[config.mk]
export PLATFORM = sky130hd
export DESIGN_NAME = pipelined_addsub
export DESIGN_NICKNAME = d
export VERILOG_FILES = /design/src/rtl/pipelined_addsub.sv
export SDC_FILE = /design/constraint.sdc
export NUM_CORES = 1
export LEC_CHECK = 0
export ABC_AREA = 0
export BUFFER_PORTS_ARGS = -buffer_cell sky130_fd_sc_hd__buf_2
export CORE_AREA = 3 3 102 104
export CTS_BUF_LIST = sky130_fd_sc_hd__clkbuf_4
export DETAILED_ROUTE_END_ITERATION = 8
export DIE_AREA = 0 0 105 107
export PLACE_DENSITY = 0.91
export SYNTH_ARGS = -nofsm -noshare
export SYNTH_HDL_FRONTEND = slang
export SYNTH_SLANG_ARGS = --single-unit
[constraint.sdc]
create_clock -name Clk -period 3.4 [get_ports Clk]
set_input_delay 0.51 -clock Clk [delete_from_list [all_inputs] [get_ports Clk]]
set_output_delay 0.51 -clock Clk [all_outputs]
set_load 0.005 [all_outputs]
[src/rtl/pipelined_addsub.sv]
// Registered add/sub with Carry/Ovf/Zero flags, a STAGES-deep valid/ready pipeline and a
// saturating overflow event counter. Define PIPELINED_ADDSUB_SATURATE_EN to clamp overflowing results.
module pipelined_addsub #(
  parameter int WIDTH  = 32,
  parameter int STAGES = 2,
  parameter int CNT_W  = 16
) (
  input  logic             Clk,
  input  logic             Rst_n,
  input  logic             InValid,
  output logic             InReady,
  input  logic [WIDTH-1:0] A,
  input  logic [WIDTH-1:0] B,
  input  logic             Sub,
  output logic             OutValid,
  input  logic             OutReady,
  output logic [WIDTH-1:0] Result,
  output logic             Carry,
  output logic             Ovf,
  output logic             Zero,
  input  logic             ClrCount,
  output logic [CNT_W-1:0] OvfCount
);

  typedef struct packed {
    logic             vld;
    logic [WIDTH-1:0] r;
    logic             c;
    logic             o;
    logic             z;
  } stage_t;

  logic [WIDTH-1:0] bx;
  logic [WIDTH:0]   sum;
  stage_t           nxt;
  stage_t           pipe [STAGES];
  logic             adv;

  always_comb begin
    bx      = Sub ? ~B : B;
    sum     = {1'b0, A} + {1'b0, bx} + {{WIDTH{1'b0}}, Sub};
    nxt.vld = InValid;
    nxt.c   = sum[WIDTH];
    nxt.o   = (A[WIDTH-1] == bx[WIDTH-1]) && (sum[WIDTH-1] != A[WIDTH-1]);
    nxt.r   = sum[WIDTH-1:0];
`ifdef PIPELINED_ADDSUB_SATURATE_EN
    // Clamp towards the sign of A; Ovf/Carry keep reporting the raw condition.
    if (nxt.o)
      nxt.r = A[WIDTH-1] ? {1'b1, {(WIDTH-1){1'b0}}} : {1'b0, {(WIDTH-1){1'b1}}};
`endif
    nxt.z   = (nxt.r == '0);
  end

  // One global stall: the whole pipe moves only when the last stage is empty or being drained.
  assign adv     = ~pipe[STAGES-1].vld | OutReady;
  assign InReady = adv;

  // NOTE: every stage register (data included) is reset so no stale beat or value survives Rst_n.
  always_ff @(posedge Clk or negedge Rst_n) begin
    if (!Rst_n) begin
      for (int i = 0; i < STAGES; i++) pipe[i] <= '0;
    end else if (adv) begin
      pipe[0] <= nxt;
      for (int i = 1; i < STAGES; i++) pipe[i] <= pipe[i-1];
    end
  end

  assign OutValid = pipe[STAGES-1].vld;
  assign Result   = pipe[STAGES-1].r;
  assign Carry    = pipe[STAGES-1].c;
  assign Ovf      = pipe[STAGES-1].o;
  assign Zero     = pipe[STAGES-1].z;

  // Clear wins over a coincident counted handshake; the count sticks at all-ones.
  always_ff @(posedge Clk or negedge Rst_n) begin
    if (!Rst_n) begin
      OvfCount <= '0;
    end else if (ClrCount) begin
      OvfCount <= '0;
    end else if (OutValid && OutReady && Ovf && (OvfCount != '1)) begin
      OvfCount <= OvfCount + CNT_W'(1);
    end
  end

endmodule

### After elaboration in Yosys (flattened, before gate mapping)

Index checks and enable logic that the tools add are counted.

| word-level totals | value |
|---|---|
| input port bits | 70 |
| bits in registers | 88 |
| output and inout bits | 53 |
| logic and storage cells | 29 |

| operators by class | value |
|---|---|
| add/subtract/negate cells | 3 |
| bitwise operators | 3 |
| eq/ne operators | 3 |
| mux-type cells | 3 |
| reduce and logical (&&, ||, !) cells | 6 |

Operator list:

| kind | number |
|---|---|
| 32-bit by 32-bit adder with 33-bit output | 1 |
| 33-bit by 1-bit adder with 33-bit output | 1 |
| 32-bit logical NOT | 1 |
| 16-bit two-way mux | 2 |
| 32-bit two-way mux | 1 |
| 32-bit NOT | 1 |
| 16-bit by 1-bit adder with 16-bit output, second input constant | 1 |
| 16-bit inequality test, second input constant | 1 |
| 1-bit logical AND | 4 |
| 2-bit nonzero test | 1 |
| 1-bit equality test | 1 |
| 1-bit inequality test | 1 |
| 1-bit NOT | 1 |
| 1-bit bitwise OR | 1 |

### Logic depth before layout (Yosys ltp)

Gate-level depths: netlist of run 1.

| logic depth | value |
|---|---|
| depth in word-level cells | 6 |
| depth in mapped cells | 15 |
| depth with buffers taken out | 13 |

### Least setup slack after synthesis of run 1

OpenSTA, ideal clock, no wires.

| timing path | value |
|---|---|
| path kind | input-to-reg |
| start | input port Sub |
| end | register pipe[36] in the netlist's numbering |
| arrival | 3.489 ns |
| setup time | 0.065 ns |
| slack | -0.155 ns |
| data required time | 3.335 ns |
| buffers on the path | 2 |
| stages | 14 |
| path through | clkbuf_1 buf_1 xor2_1 ha_1 a21o_1 a21oi_1 o21ai_1 a311oi_2 nand2_1 o311ai_1 o21ai_1 nor4b_1 and4b_1 a31o_1 |

| on the way | value |
|---|---|
| word-level cells in the longest chain between the ends | 4 |

RTL lines:

| item | RTL line | RTL |
|---|---|---|
| start, declared | 14 | `input logic Sub,` |
| 32-bit two-way mux | 40 | `bx = Sub ? ~B : B;` |
| 32-bit by 32-bit adder with 33-bit output | 41 | `sum = {1'b0, A} + {1'b0, bx} + {{WIDTH{1'b0}}, Sub};` |
| 33-bit by 1-bit adder with 33-bit output * | 41 |  |
| 32-bit logical NOT * | 51 | `nxt.z = (nxt.r == '0);` |
| end, declared | 36 | `stage_t pipe [STAGES];` |

Mark *: on every way between the ends. The rest lies on a longest branch, timed or not.
A chain may end at the register's enable or synchronous reset.

### Worst setup path after layout of run 1

Same ends and word-level chain as after synthesis.

==> results by group, run 1 <==
Critical path
  • Crit Path Max Fanout: 6
  • CP Buf/Inv Count: 2
  • Critical path startpoint category: primary input
  • Req. time, crit path: between 3000 and 4000 ps
  • Worst-path cell chain: buf_2 -> xor2_1 -> inv_1 -> fa_1 -> nor2b_1 -> o31a_1 -> o21ai_2 -> a21o_1 -> a21o_1 -> a32o_2 -> xnor2_1 -> nor4b_1 -> and4b_1 -> a31o_1
  • Critical path capture point type: flop
  • Crit path depth: 14
  • Most used cell, CP: a21o_1
  • Crit Path Class: in2reg
  • Critical Path Max Stage Delay: ~440 ps
  • Worst EP arrival: 3510 ps
  • CP delay by family, top: compound AO/OA/AOI/OAI gates
  • R2r worst-path depth: 9
  • CP max stage cell: fa_1

Synthesis
  • Post-synthesis sequential area ratio: between 30% and 40%
  • Ys flop type: dfrtp_1
  • Post-Synth XOR/XNOR Area: ~11%
  • Number of library cell types mapped by synthesis: 60
  • Synth Cell Area: around 0.0058 mm^2
  • Mux cell area share after synthesis: less than 1%
  • Syn nets: just under 800
  • Synth warn: 0
  • Seq cells post-synth: 88
  • Post-Synth Adder-Cell Area: between 7 and 8%
  • Synth Area per Inst: between 8 and 9 um^2
  • Post-synthesis simple-gate area fraction: between 20% and 30%
  • Synth Area in Compound Gates: 14.1%
  • Post-synthesis cell count: 668
  • Post-synth ARST share: 100%
  • Number of synthesized flops with an enable pin: 0
  • Largest family of logic cells by synthesized area: simple AND/OR/NAND/NOR gates

Routing
  • DRC: 0
  • Initial DRC Count: 338
  • Vias/cell: 5.42
  • Initial DRT Pass Iterations: 5
  • Via Count: a little under 5000
  • Post-DRT Antenna Nets: 0
  • Wire length per cell: ~15 um
  • Routed WL: around 13000 um

Outcome
  • Outcome: finished clean

Hold path
  • Hold WC Path Type: in2async

Global routing
  • GR peak layer: met2
  • First-pass GRT wire length: 22700 um
  • Initial antenna violation count: 1
  • Met3 Track Usage GR: 3.97%
  • Vias in the first global route: between 4000 and 5000
  • GR Util met2: about 43%
  • Largest net degree at the start of global routing: around 90
  • Overflow after GRT: 0
  • M1 GR Usage: between 30% and 40%
  • Total track usage: between 20 and 25%

CTS
  • # resized after CTS: 0
  • CTS Buf Count: 9
  • H-Tree Depth: 3
  • Sink Count: 88
  • Post-CTS setup buffer count: 0
  • Cts hold-fix bufs: 0
  • CTS tree: built
  • Clock transition at the registers of the reported paths: between 100 and 150 ps
  • Clk_lat worst skew: between 400 and 500 ps
  • Clk buf depth: 2
  • Root buf cell: clkbuf_4

STA
  • Fmax: 320 MHz
  • Worst slew margin: 29.8%
  • Worst-Margin Slew: ~1100 ps
  • Final hold viol count: 0
  • Unrepaired setup endpoints after global routing: no
  • Setup Viol. Count Final: 0
  • Min Clock Period, post-route: approximately 3100 ps
  • Period utilization: about nine tenths
  • Final slew viol count: 0
  • Worst Slack Setup Final: ~280 ps
  • Fin Clk Skew: between 8 and 9 ps

Power and ir drop
  • Cell Int Power: between 2 and 2.5 mW
  • Net Sw Frac: between 30% and 40%
  • Net Sw Power: between 1 and 1.5 mW
  • Combinational power share: 36.2%
  • PD cells: approximately 520 mW/mm^2
  • Flop pwr share: around 43%
  • Clk network pwr share: approximately a fifth
  • Pleak: between 3 and 4 nW
  • Peak VDD IR: about 210 uV

Job
  • Maxcap violations: 0

Die
  • Num ports: roughly 120
  • Core footprint: a little under 0.01 mm^2
  • Initial core utilization: approximately three fifths
  • Full die area: approximately 0.011 mm^2
  • Chip Width: around 110 um
  • Chip height: around 110 um
  • Rows: 36

Placed design
  • Pre-CTS setup slack: -162 ps
  • Routability Congestion: roughly 0.97
  • I/O Buffers: approximately 120
  • HPWL after detailed placement: roughly 11000 um

Final layout
  • Synth-to-layout area growth: 14.3%
  • Core Util, Final: approximately 68%
  • Final #Nets: about 880
  • Fraction of layout cells with a size suffix above 1: about 24%
[worst paths after layout]
check | from | to | slack, ps
setup / recovery | Sub | pipe[36] | 280
hold reg to reg | Result[5] | Result[5] | 480
hold / removal | Rst_n | Result[5] | 260
max in group asynchronous | Rst_n | Result[31] | 2490
setup reg to reg | OvfCount[7] | OvfCount[15] | 880
min in group Clk | InValid | pipe[71] | 260
[synth_stat cells, drive strengths merged (12+ instances only)]
| cell | n | area (um^2) |
|---|---|---|
| clkbuf | 20 | 75.1 |
| a21o | 19 | 143 |
| xnor2 | 21 | 184 |
| dfrtp | 88 | 2200 |
| nand3 | 13 | 70.1 |
| o21ai | 41 | 213 |
| a21oi | 33 | 173 |
| nand2 | 174 | 653 |
| nand4 | 12 | 81.3 |
| nor2 | 41 | 161 |
| buf | 40 | 287 |
| xor2 | 53 | 464 |
| ha | 35 | 438 |
[cell families after synthesis]
| family | after synthesis |
|---|---|
| AO/OA/AOI/OAI | 123 |
| XOR/XNOR | 74 |
| buffers and inverters | 69 |
| multiplexers | 5 |
| AND/OR/NAND/NOR | 273 |
| adder cells (fa/ha/maj) | 36 |
| flip-flops | 88 |
[final cells by class]
type	instances	area [um^2]
sequential	88	2200
timing repair buffer	150	823
multi-input combinational	511	3190
clock inverter	7	110
fill	802	3040
antenna	1	2.50
inverter	9	33.8
clock buffer	9	67.6
tap	133	166
[worst reg2reg max path: cells and delay by family (launching register included)]
family / cells / cell delay, ps
and+or+nand+nor: 8 / 1780
DFF: 1 / 460
xor gates and xnor gates: 1 / 180
[routing by layer]
layer	part of all wire (%)	wire, um
met5	0	0
met4	2.2	291
met3	4.8	640
met2	50	6700
met1	43	5710
[cell usage in the layout, fill, tap and decap left out, types with 4 or more instances in the layout]
cell and instances:
a21o_1 19, a21oi_1 31, and3_1 5, buf_2 121, buf_4 29, clkbuf_4 9, dfrtp_1 88, ha_1 35
inv_1 9, nand2_1 174, nand3_1 12, nand4_1 11, nor2_1 40, o21ai_0 34, o21ai_1 5, o21bai_1 4
o31a_1 4, o31ai_1 4, xnor2_1 21, xor2_1 53
[per-stage QoR]
step	std cells	area (um^2)	TNS (ps)	power (mW)	hold slack (ps)
2_1_floorplan	668	5780	0	2.40	214
3_3_place_gp	891	6410	0	2.65	447
3_5_place_dp	891	6410	-162	2.72	451
4_1_cts	907	6590	0	3.42	245
5_1_grt	908	6600	0	3.65	243
6_report	908	6600	0	3.42	261
[power groups by stage]
stage               sequential, mW  combinational [mW]  clock (mW)
floorplan                     1.44               0.952           0
global placement              1.48                1.18           0
detailed placement            1.49                1.23           0
CTS                           1.47                1.24       0.716
global route                  1.51                1.38       0.766
finish                        1.48                1.24       0.707
[flip-flops by register name, summed over array words and instances (netlist names)]
register	flops
OvfCount	16
OutValid	1
pipe	36
Result	32
Carry	1
Ovf	1
Zero	1
(Power assumes the default switching activity.)
==> run 2: changes to the inputs <==
--- a/config.mk
+++ b/config.mk
@@ -11,7 +11,7 @@
 export CTS_BUF_LIST = sky130_fd_sc_hd__clkbuf_4
 export DETAILED_ROUTE_END_ITERATION = 8
 export DIE_AREA = 0 0 105 107
-export PLACE_DENSITY = 0.91
+export PLACE_DENSITY = 0.88
 export SYNTH_ARGS = -nofsm -noshare
 export SYNTH_HDL_FRONTEND = slang
 export SYNTH_SLANG_ARGS = --single-unit
==> run 2 against run 1 <==
Clock power grew 0.8%. Global-route usage decreased by 1.0 points. Setup slack lost 65 ps. Count of clock-buffer cells in the layout is 2 higher. Critical path depth is 1 higher. Critical endpoint unchanged. Combinational power barely moved. Register-to-register slack got worse by 40 ps. Highest routed layer unchanged. Die area unchanged. Clock skew increased by 3.2 ps.
==> results by group, run 2 (synthesized netlist as in run 1, its figures left out) <==
Power and ir drop
  • Peak VDD IR: 199 uV (was 210 uV)
  • PD cells: 513 mW/mm^2 (was 519 mW/mm^2)
  • Pleak: 3.42 nW (was 3.39 nW)

Final layout
  • Footprint of the multi-input gates: 0.00318 mm^2 (was 0.00319 mm^2)
  • Fraction of layout cells with a size suffix above 1: 24.8% (was 24.3%)
  • Reg area: 0.00220 mm^2 (unchanged)
  • N_diodes: 0 (was 1)
  • Fill count: 813 (was 802)
  • Max FFs per register: 36 (unchanged)
  • Final #Nets: 881 (was 875)
  • Most flop-heavy register: pipe (unchanged)
  • Finished Layout Cells: 912 (was 908)
  • Synth-to-layout area growth: 14.8% (was 14.3%)
  • Leading cell type in the layout, fill and taps excluded: nand2_1 (unchanged)
  • Core Util, Final: 68.8% (was 68.4%)
  • Most frequent cells in the layout: nand2_1, buf_2, dfrtp_1 (unchanged)

STA
  • Fmax: 314 MHz (was 320 MHz)
  • Min Clock Period, post-route: 3190 ps (was 3120 ps)
  • Setup Viol. Count Final: 0 (unchanged)
  • Worst Slack Setup Final: 210 ps (was 275 ps)
  • Period utilization: 93.8% (was 91.9%)
  • Final hold viol count: 0 (unchanged)
  • Worst-Margin Slew: 1070 ps (was 1050 ps)
  • Fin Clk Skew: 12.2 ps (was 8.99 ps)
  • Unrepaired setup endpoints after global routing: no (unchanged)
  • Final slew viol count: 0 (unchanged)
  • Worst slew margin: 29.0% (was 29.8%)

Critical path
  • FF-to-FF Start: OvfCount[7] (unchanged)
  • Worst Setup SP: Sub (unchanged)
  • Critical path capture point type: flop (unchanged)
  • Reg2reg end: OvfCount[9] (was OvfCount[15])
  • Worst R2R Setup Slack: 840 ps (was 880 ps)
  • Worst-path cell chain: buf_2 -> buf_4 -> xor2_1 -> ha_1 -> a211oi_1 -> o21bai_1 -> a21oi_1 -> o21ai_1 -> a21oi_1 -> buf_4 -> xor2_1 -> o21ai_0 -> nor4b_1 -> and4b_1 -> a31o_1 (was buf_2 -> xor2_1 -> inv_1 -> fa_1 -> nor2b_1 -> o31a_1 -> o21ai_2 -> a21o_1 -> a21o_1 -> a32o_2 -> xnor2_1 -> nor4b_1 -> and4b_1 -> a31o_1)
  • Crit path depth: 15 (was 14)
  • CP max stage cell: nor4b_1 (was fa_1)
  • Req. time, crit path: 3780 ps (about the same)
  • CP delay by family, top: compound AO/OA/AOI/OAI gates (unchanged)
  • Crit Path Class: in2reg (unchanged)
  • Critical Path Max Stage Delay: 300 ps (was 440 ps)
  • Critical path startpoint category: primary input (unchanged)
  • Crit path capture: pipe[36] (unchanged)
  • R2r worst-path depth: 9 (unchanged)
  • Worst EP arrival: 3570 ps (was 3510 ps)
  • Crit Path Max Fanout: 9 (was 6)
  • CP Buf/Inv Count: 3 (was 2)

Global routing
  • Largest net degree at the start of global routing: 89 (unchanged)
  • First-pass GRT wire length: 21800 um (was 22700 um)
  • Met3 Track Usage GR: 4.46% (was 3.97%)
  • Total track usage: 23.6% (was 24.6%)
  • Overflow after GRT: 0 (unchanged)
  • M1 GR Usage: 29.9% (was 31.2%)
  • GR peak layer: met2 (unchanged)
  • GR Util met2: 40.7% (was 42.9%)
  • Initial antenna violation count: 0 (was 1)
  • Vias in the first global route: 4901 (was 4904)

Routing
  • Initial DRC Count: 288 (was 338)
  • DRC: 0 (unchanged)
  • Wire length per cell: 14.1 um (was 14.7 um)
  • Via Count: 4855 (was 4923)
  • Post-DRT Antenna Nets: 0 (unchanged)
  • Routed WL: 12800 um (was 13400 um)
  • Initial DRT Pass Iterations: 4 (was 5)
  • Vias/cell: 5.32 (was 5.42)

CTS
  • Clk buf depth: 2 (unchanged)
  • CTS tree: built (unchanged)
  • # resized after CTS: 0 (unchanged)
  • Sink Count: 88 (unchanged)
  • Post-CTS setup buffer count: 0 (unchanged)
  • CTS Buf Count: 9 (unchanged)
  • Cts hold-fix bufs: 0 (unchanged)
  • Clk_lat worst skew: 430 ps (about the same)
  • Root buf cell: clkbuf_4 (unchanged)
  • H-Tree Depth: 3 (unchanged)
  • Clock transition at the registers of the reported paths: 130 ps (about the same)

Outcome
  • Outcome: finished clean (unchanged)

Job
  • Maxcap violations: 0 (unchanged)

Placed design
  • I/O Buffers: 122 (unchanged)
  • Pre-CTS setup slack: -161 ps (was -162 ps)
  • Routability Congestion: 0.896 (was 0.973)
  • Placed cell count: 897 (was 891)
  • HPWL after detailed placement: 10100 um (was 10600 um)

Die
  • Chip height: 107 um (unchanged)
  • Chip Width: 105 um (unchanged)
  • Rows: 36 (unchanged)
  • Initial core utilization: 59.9% (unchanged)
  • Full die area: 0.0112 mm^2 (unchanged)
  • Core footprint: 0.00964 mm^2 (unchanged)
  • Num ports: 123 (unchanged)

Hold path
  • Hold WC Path Type: in2async (unchanged)
[run 2: cell count changes in the layout (fill, tap and decap cells not counted), sizes merged]
| cell | change |
|---|---|
| buf | +6 |
| clkbuf | +2 |
| clkinv | -2 |
| clkinvlp | -1 |
| diode | -1 |
[run 2: stage by stage]
stage               power, mW  TNS (ps)  hold slack [ps]  instance area, um^2
floorplan                2.40         0              214                 5780
global placement         2.66     -43.9              445                 6450
detailed placement       2.71      -161              451                 6450
CTS                      3.43         0              256                 6630
global route             3.66         0              274                 6630
finish                   3.40         0              272                 6630
[run 2: worst min path at each step]
stage / from / end / slack, ps / cells past startpoint
6_report: Rst_n / Result[11] / 270 / 1
4_1_cts: InValid / pipe[71] / 260 / 3
2_1_floorplan: Rst_n / Carry / 210 / 0
5_1_grt: InValid / pipe[71] / 270 / 3
3_5_place_dp: Result[4] / Result[4] / 450 / 2
3_3_place_gp: Result[8] / Result[8] / 450 / 2
[run 2: where the power goes]
part | leakage [nW] | switching [mW] | internal [mW]
registers | 1.09 | 0.149 | 1.31
clock network | 0.0946 | 0.330 | 0.383
logic | 2.23 | 0.678 | 0.550
[run 2: layer usage]
metal	wire, um	up-vias
met1	5720	2279
met3	675	20
met2	6190	133
li1	-	2423
met4	261	0
met5	0	-
[run 2: worst register-to-register path, cell delays in order, from the launching register on]
cell and delay (ps):
dfrtp_1 470, and4_1 270, and3_1 230, and3_1 210, nand3_1 100, nand4_1 350
nor3_2 450, nand3_1 150, xor2_1 170, nor2_1 60
[run 2: final cells by class]
class,count,share of cell area [%]
Sequential cell,88,33.2
Tap cell,133,2.51
Clock buffer,11,1.25
Multi-Input combinational cell,511,48.0
Inverter,9,0.509
Timing Repair Buffer,156,13.1
Clock inverter,4,1.42
